## config.mk

```make
export PLATFORM = sky130hd
export DESIGN_NAME = seq_divider
export DESIGN_NICKNAME = d
export VERILOG_FILES = /design/src/rtl/seq_divider.sv
export SDC_FILE = /design/constraint.sdc
export NUM_CORES = 1
export LEC_CHECK = 0
export CORE_ASPECT_RATIO = 1.4
export CORE_UTILIZATION = 54
export DETAILED_ROUTE_END_ITERATION = 10
export PLACE_DENSITY = 0.77
export SLEW_MARGIN = 40
export SYNTH_ARGS = -nofsm -noshare
export SYNTH_HDL_FRONTEND = slang
export SYNTH_SLANG_ARGS = --single-unit
```

## constraint.sdc

```tcl
create_clock -name clock -period 3.4 [get_ports clock]
set_input_delay 0.68 -clock clock [delete_from_list [all_inputs] [get_ports clock]]
set_output_delay 0.68 -clock clock [all_outputs]
set_load 0.03 [all_outputs]
```

## src/rtl/seq_divider.sv

```systemverilog
// Sequential restoring divider: one quotient bit per clock, WIDTH iterations per operation.
// Define SEQ_DIVIDER_SIGNED_EN for two's-complement operands; undefined gives an unsigned-only divider.
module seq_divider #(
    parameter int unsigned WIDTH = 16
) (
    input  logic             clock,
    input  logic             reset_L,
    input  logic             start,
    input  logic [WIDTH-1:0] a,
    input  logic [WIDTH-1:0] b,
    output logic             busy,
    output logic             done,
    output logic [WIDTH-1:0] quotient,
    output logic [WIDTH-1:0] remainder,
    output logic             div_by_zero
);

    localparam int unsigned CW = $clog2(WIDTH);

    typedef enum logic [1:0] {IDLE, DIVIDE, DONE} state_t;

    state_t           state, state_nx;
    logic [CW-1:0]    count;
    logic [WIDTH-1:0] dvd, dvs, acc;
    logic [WIDTH-1:0] a_mag, b_mag;
    logic [WIDTH:0]   trial;
    logic             q_bit;
    logic [WIDTH-1:0] acc_nx, dvd_nx, q_fin, r_fin;
    logic [WIDTH-1:0] q_reg, r_reg;
    logic             dz_reg;
    logic             accept, last;

    assign accept = start && (state == IDLE || state == DONE);
    assign last   = (count == CW'(WIDTH - 1));

    always_ff @(posedge clock or negedge reset_L) begin
        if (!reset_L) state <= IDLE;
        else          state <= state_nx;
    end

    always_comb begin
        state_nx = state;
        busy     = 1'b0;
        done     = 1'b0;
        case (state)
            IDLE: begin
                if (start) state_nx = (b == '0) ? DONE : DIVIDE;
            end
            DIVIDE: begin
                busy = 1'b1;
                if (last) state_nx = DONE;
            end
            DONE: begin
                done = 1'b1;
                if (start) state_nx = (b == '0) ? DONE : DIVIDE;
            end
            default: state_nx = IDLE;
        endcase
    end

    // Trial subtract is WIDTH+1 bits so the borrow out decides the quotient bit.
    always_comb begin
        trial  = {acc, dvd[WIDTH-1]} - {1'b0, dvs};
        q_bit  = ~trial[WIDTH];
        acc_nx = q_bit ? trial[WIDTH-1:0] : {acc[WIDTH-2:0], dvd[WIDTH-1]};
        dvd_nx = {dvd[WIDTH-2:0], q_bit};
    end

`ifdef SEQ_DIVIDER_SIGNED_EN
    logic neg_q, neg_r;

    assign a_mag = a[WIDTH-1] ? -a : a;
    assign b_mag = b[WIDTH-1] ? -b : b;
    assign q_fin = neg_q ? -dvd_nx : dvd_nx;
    assign r_fin = neg_r ? -acc_nx : acc_nx;

    always_ff @(posedge clock or negedge reset_L) begin
        if (!reset_L) begin
            neg_q <= 1'b0;
            neg_r <= 1'b0;
        end else if (accept) begin
            neg_q <= a[WIDTH-1] ^ b[WIDTH-1];
            neg_r <= a[WIDTH-1];
        end
    end
`else
    assign a_mag = a;
    assign b_mag = b;
    assign q_fin = dvd_nx;
    assign r_fin = acc_nx;
`endif

    // Results are cleared on every accepted start so nothing partial is ever visible.
    always_ff @(posedge clock or negedge reset_L) begin
        if (!reset_L) begin
            dvd    <= '0;
            dvs    <= '0;
            acc    <= '0;
            count  <= '0;
            q_reg  <= '0;
            r_reg  <= '0;
            dz_reg <= 1'b0;
        end else if (accept) begin
            dvd   <= a_mag;
            dvs   <= b_mag;
            acc   <= '0;
            count <= '0;
            if (b == '0) begin
                q_reg  <= '1;
                r_reg  <= a;
                dz_reg <= 1'b1;
            end else begin
                q_reg  <= '0;
                r_reg  <= '0;
                dz_reg <= 1'b0;
            end
        end else if (state == DIVIDE) begin
            acc   <= acc_nx;
            dvd   <= dvd_nx;
            count <= count + CW'(1);
            if (last) begin
                q_reg <= q_fin;
                r_reg <= r_fin;
            end
        end
    end

    assign quotient    = q_reg;
    assign remainder   = r_reg;
    assign div_by_zero = dz_reg;

endmodule

```

==> impl_metrics.toml, run 1 <==
[synth]
yosysSeqAreaShare_pct = 47.1
yosys.cell_types.count = 49
syn_area_per_cell_um2 = 9.12
syn_inst = 507
ys_ff_latch = 87
synth_fp_nets = 560
netlist_area_mm2 = 0.00463
ys.flop_type = "dfrtp_1"
synth_edf_count = 0
synthArstFlopShare_pct = 100
yosys_warnings = 0

[critical_path]
cp.required_ns = 3.65
arrival_ns = 3.00
path_max_fanout = 18
reg2reg_from = "acc[12]"
rrSetupSlack_ns = 0.65
reg2regPathDepth = 9
path_class = "flip-flop to flip-flop"
startpoint_type = "flip-flop"
crit_path_end_kind = "flip-flop"
timing.rr.end = "remainder[0]"

[cells_and_area]
syn2layout_area_growth_pct = 23.4
register_area_mm2 = 0.00218
drive_above_1_share_pct = 6.29
multi_input_area_mm2 = 0.00223
fin_nets = 620
num-fill-cells = 653
diodes = 0

[sta]
tightest_slew_ns = 0.687
rsz0062_at_grt = "false"
finalSetupViolCount = 0
hold_viol = 0
slew_headroom_pct = 54.2
drv_slew = 0
period_needed_ns = 2.75
fin_setup_tns_ns = 0
fmax_mhz = 363
fin_crit_sh_pct = 81.0
clock_skew_ns = 0.00558

[route]
drc = 0
vias = 4061
firstDrtPassIters = 5
via_per_inst = 6.03
wl_per_cell_um = 17.3
routed_wl_um = 11700
ant_nets = 0
drt_iter0_markers = 313

[clocking]
htreeDepth = 3
cts_tree = "yes"
clkTransAtPathRegs_ns = 0.06
clk_path_buf_depth = 2
cts.repair.resized = 0
numCtsBuffers = 9
clock_latency_ns = 0.34
clock_sinks = 87
postCtsHoldBufs = 0
post_cts_buffers = 0
root_buffer = "clkbuf_16"

[die]
dieArea_mm2 = 0.00895
die_h_um = 112
row_count = 39
start_util_pct = 56.1
core_area_mm2 = 0.00825
io_pins = 70
die_w_um = 80.2

[grt]
grt_pass1_vias = 3970
grt_pass1_wl_um = 19400
grt_util_all_layers_pct = 28.5
grt_overflow = 0
grt_max_degree = 88
antenna_found_initial = 0

[status]
status = "complete, no violations"

[placement]
dp_hpwl_um = 8520
numPortBuffers = 69
place.gp.congestion = 0.963

[job]
drv_cap = 0

[min_path]
holdCritPathClass = "primary input to async pin"
## logic make-up after synthesis
kind of cell	synth area share (%)
AOI/OAI and AO/OA	23.9
and+or+nand+nor	12.9
DFF	47.1
buffers and inverters	4.95
adders and majority gates	5.03
muxes	3.71
xor gates and xnor gates	2.46
## layer usage
layer / track usage, % / up-vias / part of all wire, %
li1: - / 1928 / -
met1: 34.5 / 1942 / 40
met2: 48.5 / 158 / 52
met3: 4.34 / 33 / 4.9
met4: 14.3 / 0 / 3.6
met5: 0 / - / 0
## through the flow
step                      instances  setup slack, ns  cell area [um^2]  util (%)  hold WS, ns
after floorplan                 507             1.00              4630         -        0.384
after global placement          658            0.600              5380      65.2        0.460
after detailed placement        658            0.599              5380      65.3        0.471
after CTS                       674            0.660              5710      69.2        0.438
after global routing            674            0.526              5710      69.2        0.430
final                           674            0.646              5710      69.2        0.383
## cell usage in the layout (no fill, tap or decap), types with 12 or more instances in the layout
cell / netlist / layout
a211oi_1: 12 / 12
a21oi_1: 50 / 50
a22oi_1: 23 / 23
clkdlybuf4s50_1: 0 / 68
dfrtp_1: 87 / 87
ha_1: 17 / 17
inv_1: 21 / 21
mux2i_1: 16 / 16
nand2_1: 82 / 82
nor2_1: 24 / 24
o21ai_0: 69 / 69
## final cells by class
cell class                      instances  share of cell area (%)
Tap cell                              102                    2.24
Clock inverter                          5                    1.42
Clock buffer                           11                    4.25
Inverter                               22                    1.45
Multi-Input combinational cell        368                    39.0
Sequential cell                        87                    38.1
Timing Repair Buffer                   79                    13.5
## synthesized netlist by cell type (5+ instances only)
cell | n | area (um^2)
dfrtp_1 | 87 | 2180
nand2_1 | 82 | 308
o21ai_0 | 69 | 345
a21oi_1 | 50 | 250
clkbuf_1 | 24 | 90.1
nor2_1 | 24 | 90.1
a22oi_1 | 23 | 173
inv_1 | 21 | 78.8
ha_1 | 17 | 213
mux2i_1 | 16 | 160
a211oi_1 | 12 | 90.1
nand2b_1 | 9 | 56.3
xnor2_1 | 7 | 61.3
o211ai_1 | 6 | 45.0
xor2_1 | 6 | 52.6
nor4_1 | 5 | 31.3
## how the worst max path moves through the flow
stage	from	to	slack, ns	cells past startpoint
after global routing	acc[12]	remainder[0]	0.53	9
after detailed placement	b[12]	remainder[1]	0.60	8
after CTS	dvd[15]	remainder[0]	0.66	10
after global placement	b[12]	remainder[1]	0.60	8
after floorplan	dvd[15]	remainder[0]	1.00	10
final	acc[12]	remainder[0]	0.65	9
## registers in the layout (all words and copies together) (netlist names)
signal,flops
dvs,16
state,2
dvd,16
count,4
quotient,16
remainder,16
acc,16
div_by_zero,1
## worst max-delay path, stage by stage, from the launching register on
cell      delay (ns)
dfrtp_1         0.39
ha_1            0.41
a211oi_2        0.30
o21bai_2        0.15
nor4_2          0.28
a22oi_1         0.10
o211ai_1        0.10
buf_4           0.33
mux2_2          0.39
a211oi_1        0.20
Power of run 1 is not shown: default switching activity piles up to over one toggle a cycle in this logic, so the estimate is an artifact.
==> run 2: changes to the inputs <==
--- a/config.mk
+++ b/config.mk
@@ -6,9 +6,9 @@
 export NUM_CORES = 1
 export LEC_CHECK = 0
 export CORE_ASPECT_RATIO = 1.4
-export CORE_UTILIZATION = 54
+export CORE_UTILIZATION = 49
 export DETAILED_ROUTE_END_ITERATION = 10
-export PLACE_DENSITY = 0.77
+export PLACE_DENSITY = 0.73
 export SLEW_MARGIN = 40
 export SYNTH_ARGS = -nofsm -noshare
 export SYNTH_HDL_FRONTEND = slang
==> constraint.sdc (replaced) <==
create_clock -name clock -period 2.4 [get_ports clock]
set_input_delay 0.48 -clock clock [delete_from_list [all_inputs] [get_ports clock]]
set_output_delay 0.48 -clock clock [all_outputs]
set_load 0.03 [all_outputs]
==> impl_metrics.toml, run 2 (same netlist as run 1, synthesis figures left out) <==
[status]
status = "finished, violations left"
violations = "design-rule violations"

[job]
drv_cap = 0

[route]
ant_nets = 0
drt_iter0_markers = 301
wl_per_cell_um = 18.0
vias = 4135
drc = 12
firstDrtPassIters = 9
via_per_inst = 5.87
routed_wl_um = 12700

[clocking]
root_buffer = "clkbuf_16"
clock_latency_ns = 0.34
postCtsHoldBufs = 0
htreeDepth = 3
clock_sinks = 87
clk_path_buf_depth = 2
clkTransAtPathRegs_ns = 0.06
numCtsBuffers = 9
cts_tree = "yes"

[die]
die_w_um = 84.1
core_area_mm2 = 0.00908
dieArea_mm2 = 0.00984
row_count = 41
start_util_pct = 50.9
die_h_um = 117
io_pins = 70

[critical_path]
reg2reg_from = "acc[8]"
path_class = "flip-flop to flip-flop"
startpoint = "acc[8]"
path_max_fanout = 6
arrival_ns = 2.61
cp.required_ns = 2.62
rrSetupSlack_ns = 0.01
startpoint_type = "flip-flop"
timing.rr.end = "remainder[10]"
crit_path_end_kind = "flip-flop"
cp-endpoint = "remainder[10]"
reg2regPathDepth = 10

[sta]
layout_setup_ws_ns = 0.0131
fin_crit_sh_pct = 99.5
hold_viol = 0
fmax_mhz = 419
tightest_slew_ns = 0.699
finalSetupViolCount = 0
drv_slew = 0
period_needed_ns = 2.39
clock_skew_ns = 0.00825
slew_headroom_pct = 53.2
rsz0062_at_grt = "true"

[placement]
dp_hpwl_um = 8850
place.gp.congestion = 0.935
preCtsSetupSlack_ns = -0.143
numPortBuffers = 69

[grt]
grt_pass1_wl_um = 20000
grt_max_degree = 71
grt_util_all_layers_pct = 26.2
antenna_found_initial = 0
grt_overflow = 0
grt_pass1_vias = 4101

[cells_and_area]
drive_above_1_share_pct = 18.2
final_cell_mix = "dfrtp_1 (87), nand2_1 (82), clkdlybuf4s50_1 (67)"
diodes = 0
fin_nets = 646
syn2layout_area_growth_pct = 36.8
layout.cells.most_common = "dfrtp_1"

[min_path]
holdCritPathClass = "primary input to async pin"
[run 2: through the flow]
| step | area (um^2) | std cells | TNS, ns | util [%] | hold WS [ns] |
|---|---|---|---|---|---|
| after floorplan | 4630 | 507 | 0 | - | 0.184 |
| final | 6330 | 705 | 0 | 69.7 | 0.00685 |
| after detailed placement | 5620 | 685 | -2.39 | 61.9 | 0.373 |
| after global routing | 6330 | 705 | -1.62 | 69.7 | 0.0217 |
| after CTS | 5980 | 701 | -0.0173 | 65.9 | 0.0106 |
| after global placement | 5610 | 685 | -0.165 | 61.8 | 0.372 |
[run 2: layout make-up]
class,count,area [um^2]
tap,107,134
inverter,22,82.6
multi-input combinational,368,2610
timing repair buffer,105,1040
sequential,87,2180
clock inverter,5,56.3
fill,711,2750
clock buffer,11,233
[run 2: layer usage]
metal | global-route usage [%] | wire length [um] | part of all wire [%]
met2 | 47.5 | 6730 | 53
met4 | 10.9 | 387 | 3.0
met1 | 31.2 | 5110 | 40
met3 | 4.21 | 478 | 3.8
met5 | 0 | 0 | 0
[run 2: how the worst min path moves through the flow]
| stage | slack [ns] | end | depth (start not counted) | from |
|---|---|---|---|---|
| finish | 0.007 | div_by_zero | 1 | reset_L |
| CTS | 0.01 | div_by_zero | 1 | reset_L |
| global route | 0.02 | div_by_zero | 1 | reset_L |
| floorplan | 0.18 | acc[0] | 0 | reset_L |
| global placement | 0.37 | dvd[12] | 1 | reset_L |
| detailed placement | 0.37 | dvd[11] | 1 | reset_L |
[run 2: worst max-delay path: stages, from the launching register on]
cell and delay, ns:
dfrtp_1 0.49, ha_4 0.27, a21oi_1 0.25, nor2_2 0.09, nor4_4 0.23, a22oi_2 0.08, o211ai_1 0.09, buf_4 0.23
clkbuf_16 0.19, mux2i_4 0.26, a211oi_2 0.09
[run 2: timing repair]
item,in CTS,in global routing
endpoints found under the setup margin,33,34
setup buffers,0,3
cloned,0,1
pin swaps,2,18
resized for setup,12,63
Power of run 2 is left out for the same reason.
==> run 3: changes to the inputs <==
--- a/config.mk
+++ b/config.mk
@@ -8,6 +8,7 @@
 export CORE_ASPECT_RATIO = 1.4
 export CORE_UTILIZATION = 49
 export DETAILED_ROUTE_END_ITERATION = 10
+export GPL_TIMING_DRIVEN = 0
 export PLACE_DENSITY = 0.73
 export SLEW_MARGIN = 40
 export SYNTH_ARGS = -nofsm -noshare
==> impl_metrics.toml, run 3 (same netlist as run 1, synthesis figures left out) <==
[clocking]
clkTransAtPathRegs_ns = 0.07
root_buffer = "clkbuf_16"
clk_path_buf_depth = 2
htreeDepth = 3
clock_sinks = 87
clock_latency_ns = 0.35
cts_tree = "yes"
postCtsHoldBufs = 0
numCtsBuffers = 9

[route]
drt_iter0_markers = 209
routed_wl_um = 13000
via_per_inst = 5.82
firstDrtPassIters = 9
ant_nets = 0
wl_per_cell_um = 18.3
drc = 12
vias = 4130

[grt]
grt_util_all_layers_pct = 27.9
grt_max_degree = 61
antenna_found_initial = 0
grt_pass1_vias = 4279
grt_overflow = 0
grt_pass1_wl_um = 21000

[sta]
drv_slew = 0
fmax_mhz = 410
fin_hold_ws_ns = -0.00251
rsz0062_at_grt = "true"
clock_skew_ns = 0.00795
finalSetupViolCount = 3
layout_setup_ws_ns = -0.0371
fin_crit_sh_pct = 102
tightest_slew_ns = 0.697
slew_headroom_pct = 53.5
fin_setup_tns_ns = -0.0520
period_needed_ns = 2.44
hold_viol = 7

[critical_path]
crit_path_end_kind = "flip-flop"
path_cells = "ha_4 > fa_2 > nand2b_4 > a21oi_4 > o21ai_4 > a22oi_2 > o211ai_1 > buf_6 > buf_12 > mux2i_4 > a211oi_2"
critPathMaxStageDelay_ns = 0.41
crit_buf_inv = 2
arrival_ns = 2.69
startpoint_type = "flip-flop"
path_class = "flip-flop to flip-flop"
timing.rr.end = "remainder[5]"
worst_path_max_delay_cell = "dfrtp_1"
cp_top_family = "compound AO/OA/AOI/OAI gates"
cp.required_ns = 2.66
reg2reg_from = "dvs[0]"
reg2regPathDepth = 11
rrSetupSlack_ns = -0.04
path_max_fanout = 6

[die]
dieArea_mm2 = 0.00984
die_w_um = 84.1
io_pins = 70
die_h_um = 117
core_area_mm2 = 0.00908
start_util_pct = 50.9
row_count = 41

[placement]
dp_hpwl_um = 9540
numPortBuffers = 69
place.gp.congestion = 0.944

[cells_and_area]
final_cell_mix = "dfrtp_1 (86), nand2_1 (82), clkdlybuf4s50_1 (67)"
syn2layout_area_growth_pct = 36.0
diodes = 0
layout.cells.most_common = "dfrtp_1"
fin_nets = 651
drive_above_1_share_pct = 16.6
num-fill-cells = 700

[status]
violations = "design-rule violations, negative hold slack, negative setup slack"
status = "finished, violations left"

[min_path]
holdCritPathClass = "primary input to async pin"

[job]
drv_cap = 0
## run 3: cell types whose count changed in the layout (fill, tap and decap cells not counted), moves of 3 or more
cell / before / now
buf_2: 0 / 3
clkbuf_1: 2 / 19
buf_6: 0 / 4
mux2i_2: 0 / 5
clkbuf_2: 0 / 4
buf_4: 31 / 8
mux2i_4: 11 / 7
## run 3: worst max path at each step
stage,from,endpoint,slack [ns],depth (start not counted)
finish,dvs[0],remainder[5],-0.04,11
global route,acc[6],remainder[5],-0.15,10
CTS,dvs[0],remainder[3],-0.08,11
detailed placement,b[12],quotient[13],-0.52,8
global placement,reset_L,acc[5],-2.22,1
floorplan,dvd[15],remainder[0],0.0004,10
## run 3: layout make-up
cell class              instances  area [um^2]  share of cell area, %
repair buffers                 81          826                   13.1
inverters                      22         82.6                   1.31
multi-input cells             368         2570                   40.8
flip-flops and latches         87         2180                   34.6
well taps                     107          134                   2.13
clock inverters                 7          128                   2.03
clock buffers                   9          225                   3.58
plain buffers                  29          151                   2.41
## run 3: per-stage QoR
stage	instance area, um^2	worst slack, ns	instances	util (%)
detailed placement	5480	-0.521	684	60.3
floorplan	4630	0.000378	507	-
CTS	6140	-0.0761	707	67.6
global route	6290	-0.154	710	69.3
global placement	5450	-2.22	683	60.0
finish	6290	-0.0371	710	69.3
## run 3: worst reg2reg max path: cells and delay by family, from the launching register on
kind,cells,cell delay (ns)
multiplexers,1,0.20
AND/OR/NAND/NOR,1,0.17
flip-flops,1,0.41
adder cells (fa/ha/maj),2,0.54
buffers and inverters,2,0.31
AO/OA/AOI/OAI,5,0.73
## run 3: timing repair
item                       CTS  global route
setup endpoints to repair   49            50
gates cloned                 1             0
pin swaps                   16            14
resized for setup           54            36
setup buffers                7             4
## run 3: metal layers
| layer | track usage, % | routed length, um |
|---|---|---|
| met5 | 0 | 0 |
| met2 | 53.5 | 6990 |
| met1 | 31.9 | 5160 |
| met3 | 2.73 | 477 |
| met4 | 11.8 | 395 |
Power of run 3 is left out for the same reason.
